<file path="config.mk">
export PLATFORM = sky130hd
export DESIGN_NAME = axis_image_source
export DESIGN_NICKNAME = d
export VERILOG_FILES = /design/src/rtl/axis_image_pkg.sv /design/src/rtl/axis_image_lfsr.sv /design/src/rtl/axis_image_source.sv
export SDC_FILE = /design/constraint.sdc
export NUM_CORES = 1
export LEC_CHECK = 0
export BUFFER_PORTS_ARGS = -buffer_cell sky130_fd_sc_hd__buf_2
export CAP_MARGIN = 40
export CORE_MARGIN = 10
export CORE_UTILIZATION = 50
export CTS_BUF_LIST = sky130_fd_sc_hd__clkbuf_16
export CTS_CLUSTER_DIAMETER = 100
export CTS_CLUSTER_SIZE = 25
export DETAILED_ROUTE_END_ITERATION = 12
export PLACE_DENSITY = 0.7
export REMOVE_ABC_BUFFERS = 1
export SETUP_SLACK_MARGIN = 0.05
export SLEW_MARGIN = 20
export SYNTH_ARGS = -nofsm -noshare
export SYNTH_HDL_FRONTEND = slang
export SYNTH_SLANG_ARGS = --single-unit
</file>
<file path="constraint.sdc">
create_clock -name clk_i -period 4.2 [get_ports clk_i]
set_input_delay 0 -clock clk_i [delete_from_list [all_inputs] [get_ports clk_i]]
set_output_delay 0 -clock clk_i [all_outputs]
set_load 0.02 [all_outputs]
</file>
<file path="src/rtl/axis_image_pkg.sv">
// Shared types, LFSR constants and the pixel formula for the AXI-Stream image source.
// The pixel formula is also available to checkers that want the same numbering.
`timescale 1ns/1ps
package axis_image_pkg;

    typedef enum logic [1:0] {
        IDLE   = 2'd0,
        STREAM = 2'd1,
        GAP    = 2'd2,
        DONE   = 2'd3
    } state_t;

    // Galois form, right shift: taps 16,14,13,11 map to bits 15,13,12,10
    localparam logic [15:0] LFSR_SEED = 16'hACE1;
    localparam logic [15:0] LFSR_TAPS = 16'hB400;

    function automatic logic [31:0] pixel_fn(input logic [15:0] x,
                                             input logic [15:0] y,
                                             input logic [15:0] frame_idx,
                                             input logic [31:0] width);
        return ({16'd0, y} * width) + {16'd0, x} + {16'd0, frame_idx};
    endfunction

endpackage

</file>
<file path="src/rtl/axis_image_lfsr.sv">
// 16-bit Galois LFSR with enable; paces valid insertion when throttling is built in.
`timescale 1ns/1ps
module axis_image_lfsr
    import axis_image_pkg::*;
(
    input  logic        clk_i,
    input  logic        rstn_i,
    input  logic        en_i,
    output logic [15:0] lfsr_o
);

    always_ff @(posedge clk_i or negedge rstn_i) begin
        if (!rstn_i) begin
            lfsr_o <= LFSR_SEED;
        end else if (en_i) begin
            lfsr_o <= {1'b0, lfsr_o[15:1]} ^ (lfsr_o[0] ? LFSR_TAPS : 16'h0000);
        end
    end

endmodule

</file>
<file path="src/rtl/axis_image_source.sv">
// AXI-Stream raster frame generator: sends a programmed number of frames per start.
// Build with AXIS_IMAGE_SOURCE_THROTTLE_EN to insert pseudo-random valid bubbles.
`timescale 1ns/1ps
`ifndef INPUT_BITS
`define INPUT_BITS 8
`endif

//  state  | meaning
//  IDLE   | waiting for start_i
//  STREAM | presenting pixels of the current frame
//  GAP    | valid low for GAP_CYCLES cycles between frames
//  DONE   | end of run; done_o pulses, then back to IDLE
module axis_image_source
    import axis_image_pkg::*;
#(
    parameter int OUTPUT_BITS = `INPUT_BITS,
    parameter int IMG_WIDTH   = 16,
    parameter int IMG_HEIGHT  = 8,
    parameter int GAP_CYCLES  = 4
) (
    input  logic                   clk_i,
    input  logic                   rstn_i,
    input  logic                   start_i,
    input  logic [15:0]            num_frames_i,
    output logic [OUTPUT_BITS-1:0] axis_s_data_o,
    output logic                   axis_s_valid_o,
    input  logic                   axis_s_ready_i,
    output logic                   axis_s_last_o,
    output logic                   axis_s_user_o,
    output logic                   busy_o,
    output logic                   done_o
);

    localparam logic [15:0] X_LAST   = 16'(IMG_WIDTH - 1);
    localparam logic [15:0] Y_LAST   = 16'(IMG_HEIGHT - 1);
    localparam logic [31:0] WIDTH32  = 32'(IMG_WIDTH);
    localparam logic [31:0] GAP_LOAD = 32'(GAP_CYCLES - 1);

    state_t state_q, state_d;

    logic [15:0] x_q, x_d;
    logic [15:0] y_q, y_d;
    logic [15:0] fidx_q, fidx_d;
    logic [15:0] frames_q, frames_d;
    logic [31:0] gap_q, gap_d;

    logic [OUTPUT_BITS-1:0] data_d;
    logic valid_d, last_d, user_d, busy_d, done_d;

    logic xfer, eol, eof, more_frames, stream_next, beat_ok;

`ifdef AXIS_IMAGE_SOURCE_THROTTLE_EN
    logic [15:0] lfsr;

    axis_image_lfsr u_lfsr (
        .clk_i  (clk_i),
        .rstn_i (rstn_i),
        .en_i   (1'b1),
        .lfsr_o (lfsr)
    );

    assign beat_ok = (lfsr & 16'h0003) != 16'h0000;
`else
    assign beat_ok = 1'b1;
`endif

    assign xfer        = axis_s_valid_o && axis_s_ready_i;
    assign eol         = (x_q == X_LAST);
    assign eof         = eol && (y_q == Y_LAST);
    assign more_frames = (frames_q > 16'd1);

    always_ff @(posedge clk_i or negedge rstn_i) begin
        if (!rstn_i) begin
            state_q        <= IDLE;
            x_q            <= '0;
            y_q            <= '0;
            fidx_q         <= '0;
            frames_q       <= '0;
            gap_q          <= '0;
            axis_s_data_o  <= '0;
            axis_s_valid_o <= 1'b0;
            axis_s_last_o  <= 1'b0;
            axis_s_user_o  <= 1'b0;
            busy_o         <= 1'b0;
            done_o         <= 1'b0;
        end else begin
            state_q        <= state_d;
            x_q            <= x_d;
            y_q            <= y_d;
            fidx_q         <= fidx_d;
            frames_q       <= frames_d;
            gap_q          <= gap_d;
            axis_s_data_o  <= data_d;
            axis_s_valid_o <= valid_d;
            axis_s_last_o  <= last_d;
            axis_s_user_o  <= user_d;
            busy_o         <= busy_d;
            done_o         <= done_d;
        end
    end

    always_comb begin
        state_d = state_q;
        case (state_q)
            IDLE: begin
                if (start_i) begin
                    state_d = (num_frames_i != 16'd0) ? STREAM : DONE;
                end
            end
            STREAM: begin
                if (xfer && eof) begin
                    if (!more_frames) begin
                        state_d = DONE;
                    end else if (GAP_CYCLES == 0) begin
                        state_d = STREAM;
                    end else begin
                        state_d = GAP;
                    end
                end
            end
            GAP: begin
                if (gap_q == 32'd0) begin
                    state_d = STREAM;
                end
            end
            DONE: begin
                // stay until the done pulse has actually been presented
                if (done_o) begin
                    state_d = IDLE;
                end
            end
            default: state_d = IDLE;
        endcase
    end

    always_comb begin
        x_d      = x_q;
        y_d      = y_q;
        fidx_d   = fidx_q;
        frames_d = frames_q;
        gap_d    = gap_q;
        case (state_q)
            IDLE: begin
                if (start_i) begin
                    x_d      = '0;
                    y_d      = '0;
                    fidx_d   = '0;
                    frames_d = num_frames_i;
                end
            end
            STREAM: begin
                if (xfer) begin
                    if (eol) begin
                        x_d = '0;
                        if (eof) begin
                            y_d      = '0;
                            fidx_d   = fidx_q + 16'd1;
                            frames_d = frames_q - 16'd1;
                            gap_d    = GAP_LOAD;
                        end else begin
                            y_d = y_q + 16'd1;
                        end
                    end else begin
                        x_d = x_q + 16'd1;
                    end
                end
            end
            GAP: begin
                if (gap_q != 32'd0) begin
                    gap_d = gap_q - 32'd1;
                end
            end
            DONE: begin
                x_d      = '0;
                y_d      = '0;
                fidx_d   = '0;
                frames_d = '0;
                gap_d    = '0;
            end
            default: ;
        endcase
    end

    always_comb begin
        stream_next = (state_d == STREAM);
        valid_d     = 1'b0;
        if (stream_next) begin
            // a presented beat is held until accepted, whatever the throttle says
            valid_d = (axis_s_valid_o && !axis_s_ready_i) ? 1'b1 : beat_ok;
        end
        data_d = stream_next ? OUTPUT_BITS'(pixel_fn(x_d, y_d, fidx_d, WIDTH32)) : '0;
        last_d = stream_next && (x_d == X_LAST);
        user_d = stream_next && (x_d == 16'd0) && (y_d == 16'd0);
        busy_d = (state_d == STREAM) || (state_d == GAP) ||
                 ((state_q == IDLE) && (state_d == DONE));
        done_d = (state_d == DONE) && (state_q != IDLE) && !done_o;
    end

endmodule

</file>
-- Word-level counts from Yosys, hierarchy flattened
Cells that the tools add are included.
- bits in latches: 0
- memories kept: 0
- output and inout bits: 13
- logic and storage cells: 90
- memory bits (read-only): 0
- RAM bits: 0
- bits of input ports: 20
- register bits: 111
- reduce and logical (&&, ||, !) cells: 23
- muxes and demuxes: 33
- shifts and indexed selects: 0
- equal/unequal tests: 14
- divide/modulo/power cells: 0
- $mul: 0
- $add $sub $neg: 7
- bitwise operators: 0
- magnitude comparators: 1
- operators with widths (kind ; number):
    $mux W16 ; 15
    $pmux W16 S3 ; 4
    $mux W32 ; 4
    $pmux W32 S3 ; 1
    $add A16 B1 Y16 const B ; 3
    $eq A16 B4 Y1 const B ; 2
    $logic_not A16 Y1 ; 2
    $logic_not A32 Y1 ; 1
    $reduce_bool A32 Y1 ; 1
    $sub A32 B1 Y32 const B ; 1
    $add A8 B8 Y8 ; 2
    $eq A16 B3 Y1 const B ; 1
    $gt A16 B1 Y1 const B ; 1
    $reduce_bool A16 Y1 ; 1
    $sub A16 B1 Y16 const B ; 1
    $mux W2 ; 5
    $ne A2 B2 Y1 const B ; 5
    $reduce_and A5 Y1 ; 2
    $logic_and A1 B1 Y1 ; 9
    $eq A2 B2 Y1 const B ; 4
    $mux W8 ; 1
    $pmux W2 S4 ; 1
    $reduce_bool A3 Y1 ; 2
    $eq A2 B1 Y1 const B ; 2
    5 further kinds ; 7

-- Longest topological paths before layout
- word-level depth: 9
- depth in mapped cells: 21

-- Worst setup path after synthesis
OpenSTA, ideal clock, no wires.
- path kind: flip-flop to flip-flop
- from: register y_q[0]
- to: register axis_s_data_o[7]
- stages on the path, launching flop included: 20
- path buffers: 2
- arrival: 4.145 ns
- slack: -0.064 ns
- data required time: 4.081 ns
- cell sequence: dfrtp_1 ha_1 nor4bb_1 nand4_1 clkbuf_1 nor3_1 clkbuf_1 a21oi_1 o21ai_0 o21ai_0 ha_1 fa_1 a21o_1 a21o_1 a2111o_1 o311ai_0 xnor2_1 xnor2_1 xnor2_1 and2_1
- RTL lines (item ; line ; RTL):
    start, declared ; axis_image_source.sv:42 ; logic [15:0] y_q, y_d;
    start signal, assigned ; axis_image_source.sv:89 ; y_q <= y_d;
    $eq A16 B3 Y1 ; axis_image_source.sv:69 ; assign eof = eol && (y_q == Y_LAST);
    $logic_and A1 B1 Y1 ; axis_image_source.sv:69 ;
    $mux W16 ; axis_image_source.sv:155 ; if (eof) begin
    $mux W16 ; axis_image_source.sv:153 ; if (eol) begin
    $mux W16 ; axis_image_source.sv:152 ; if (xfer) begin
    $pmux W16 S3 ; axis_image_source.sv:142 ; case (state_q)
    net fidx_d[2] ; axis_image_source.sv:43 ; logic [15:0] fidx_q, fidx_d;
    $add A8 B8 Y8 ; axis_image_pkg.sv:21 ; return ({16'd0, y} * width) + {16'd0, x} + {16'd0, frame_idx};
    $mux W8 ; axis_image_source.sv:191 ; data_d = stream_next ? OUTPUT_BITS'(pixel_fn(x_d, y_d, fidx_d, WIDTH32)) : '0;
    net data_d[7] ; axis_image_source.sv:47 ; logic [OUTPUT_BITS-1:0] data_d;
    end signal, assigned ; axis_image_source.sv:93 ; axis_s_data_o <= data_d;
    end, declared ; axis_image_source.sv:25 ; output logic [OUTPUT_BITS-1:0] axis_s_data_o,
The timed path passes the listed nets, and every way through them passes these cells.
A chain may end at the register's enable or synchronous reset.

-- Final worst setup path
- from: register y_q[1]
- to: register axis_s_data_o[7]
Same word-level chain as after synthesis.

==> flow_summary.yaml <==
pwr:
  p_per_area_nw_per_um2: 313
  peakVddDrop_mv: 0.505
  power_w: 0.00237
  leakage_nw: 3.44
detailed_routing:
  drt-pass1-iter-count: 5
  vias_per_cell: 6.05
  ant_nets: 0
  vias: 5758
  routedWlPerCell_um: 17.9
  drc: 0
  drt_iter0_markers: 572
  totalWireLength_mm: 17.1
layout:
  fin_cells: 951
  n_antenna_cell: 0
  n_fill_cell: 1021
  syn_to_final_growth_pct: 23.7
  regArea_um2: 2580
  num-nets-final: 841
  fin_util: 0.631
  multi_input_area_um2: 3450
  layout-drive-gt1-share: 0.216
  final_area_um2: 7580
logic_synthesis:
  synth-seq-area-share: 0.421
  synthTopCellsByArea: "dfrtp_1 42%, o21ai_0 5.5%, nor2_1 3.7%"
  synthAdderAreaFrac: 0.0498
  synthMuxAreaShare: 0
  syn_area_um2: 6130
  synth_top_family_by_area: "simple AND/OR/NAND/NOR gates"
  synth_edf_count: 0
  synth_cells: 682
  syn_area_per_cell_um2: 8.98
  ys_ff_latch: 103
  async_reset_ff_frac: 1.00
  synth_warnings: 0
  yosys.area_share.xor_xnor: 0.0429
  synth.distinct_cells: 67
  synth_top_cell_area_share: 0.421
  synth_ff_type: "dfrtp_1"
  synth_top_area_cell: "dfrtp_1"
  synth-simple-area-share: 0.259
  synth-compound-area-share: 0.191
worst_setup_path:
  critPathKind: "reg2reg"
  crit_required_ps: 4450
  critPathTopFamily: "simple AND/OR/NAND/NOR gates"
  path_cells: "ha_2 -> nor4bb_4 -> nand4_1 -> buf_4 -> or3_4 -> nor2_4 -> a22o_1 -> ha_4 -> ha_4 -> fa_2 -> a21o_1 -> a21o_1 -> a2111o_1 -> o311ai_2 -> xnor2_1 -> xnor2_1 -> xnor2_1 -> and2_1"
  crit_path_max_incr_delay_ps: 370
  end_kind: "register"
  crit_path_max_fanout: 3
  cp-start-kind: "register"
  crit_buf_inv: 1
  worst_path_most_repeated_cell: "xnor2_1"
  crit_path_top_delay_cell: "a2111o_1"
  arrival_ps: 4370
global_route:
  antenna_found_initial: 0
  grt_use_total: 0.208
  grt_start_max_net_pins: 63
  grt_overflow: 0
  grt_pass1_vias: 5754
  grt_pass1_wl_mm: 28.3
sta:
  drv_slew: 0
  setup_viol: 0
  max_slew_margin: 0.461
  final_hold_viol_count: 0
  skew_ps: 5.90
  max_freq_ghz: 0.243
  fin_ws_ps: 78.4
  post-route-period-util: 0.981
  final.min_clock_period_ps: 4120
  tightestPinTransition_ps: 801
  rsz0062_at_grt: "true"
placed_design:
  io_buffers: 32
  dp_hpwl_mm: 12.1
  placedCellCount: 908
  placed_area_um2: 6910
  place_congestion: 0.880
  place_ws_ps: -167
clock_tree:
  cts_inserted_buffers: 9
  cts_num_sinks: 103
  h-tree-depth: 3
  clockBufferDepth: 2
  cts_tree: "yes"
  clock-root-buffer: "clkbuf_16"
  clock_latency_ps: 360
  path_clk_slew_ps: 70
status:
  outcome: "complete, no violations"
die:
  dieArea_um2: 17100
  die_w_um: 131
  fp.dieH_um: 131
  core_area_um2: 12000
  ios: 33
  num_rows: 40
  initial_core_util: 0.510
job:
  drv_cap: 0
hold_path:
  hp-class: "in2reg"
-- cells in the final DEF, fill, tap and decap left out, drive strengths merged, types with 5 or more instances in the layout --
| cell type | instances |
|---|---|
| buf | 119 |
| dfrtp | 103 |
| o21ai | 72 |
| nor2 | 61 |
| nand2 | 54 |
| a21oi | 45 |
| nand3 | 33 |
| nor4 | 28 |
| nor3 | 27 |
| inv | 26 |
| xnor2 | 23 |
| ha | 18 |
| or3 | 16 |
| dlygate4sd3 | 15 |
| and2 | 14 |
| a21o | 12 |
| a31oi | 12 |
| and3 | 11 |
| nand4 | 10 |
| o31ai | 10 |
| clkbuf | 9 |
| xor2 | 7 |
| a22oi | 5 |
| or4 | 5 |
| clkinv | 5 |
-- area by class of cell --
| type | count | share of cell area |
|---|---|---|
| Clock buffer | 9 | 0.0297 |
| Clock inverter | 7 | 0.00925 |
| Inverter | 25 | 0.0124 |
| Multi-Input combinational cell | 526 | 0.455 |
| Sequential cell | 103 | 0.340 |
| Tap cell | 147 | 0.0243 |
| Timing Repair Buffer | 134 | 0.129 |
-- worst paths after layout --
check                                start                to  slack, ps  cells after the start
max                                 y_q[1]  axis_s_data_o[7]         80                     18
min                        num_frames_i[5]       frames_q[5]         10                      3
max reg2reg                         y_q[1]  axis_s_data_o[7]         80                     18
min reg2reg                         done_o            done_o        500                      1
max in group asynchronous           rstn_i          gap_q[2]       2980                      4
min in group asynchronous           rstn_i            y_q[6]        100                      2
-- layer usage --
metal  global-route usage  vias up  wire length, um
met5                    0        -                0
met3               0.0560       40              973
met4               0.0726        0              391
met2                0.335      186             8230
met1                0.264     2782             7480
li1                     -     2750                -
-- power by group --
group | internal [W] | switching, W
sequential | 0.00105 | 0.0000393
combinational | 0.000182 | 0.000256
clock | 0.000463 | 0.000382
total | 0.00169 | 0.000677
-- sequential cells by signal, summed over array words and instances, names as in the netlist, 2 cells and up --
| name | count |
|---|---|
| axis_s_data_o | 8 |
| frames_q | 16 |
| x_q | 16 |
| gap_q | 32 |
| y_q | 16 |
| fidx_q | 8 |
| state_q | 2 |
-- tightest hold or removal path, cell delays in order --
cell	delay [ps]
buf_2	110
a22oi_1	80
o21ai_0	140
-- per-stage QoR --
step / hold slack, ps / TNS (ps)
2_1_floorplan: -296 / -471
3_3_place_gp: 141 / -66.8
3_5_place_dp: 150 / -167
4_1_cts: 1.88 / 0
5_1_grt: 30.5 / -128
6_report: 10.1 / 0
-- timing repair --
action	4_1_cts	5_1_grt
endpoints found under the hold margin	75	0
hold buffers	15	0
setup endpoints to repair	1	2
pin swaps	11	12
buffers inserted	6	5
gates resized for setup	14	14
-- synth_stat cells, drive strengths merged, types with 16 or more instances --
cell type / number
a21oi: 45
xnor2: 23
dfrtp: 103
nor3: 27
nand2: 54
o21ai: 72
nor2: 61
nand3: 33
nor4: 28
clkbuf: 23
inv: 24
or3: 16
ha: 18
-- cell families (layout without fill, tap and decap cells) --
kind of cell    after synthesis  after routing
fa+ha+maj                    22             22
buf+inv                      53            175
compound gates              189            189
xor+xnor                     30             30
flops                       103            103
simple gates                285            285
Power figures use the tool's default switching activity.
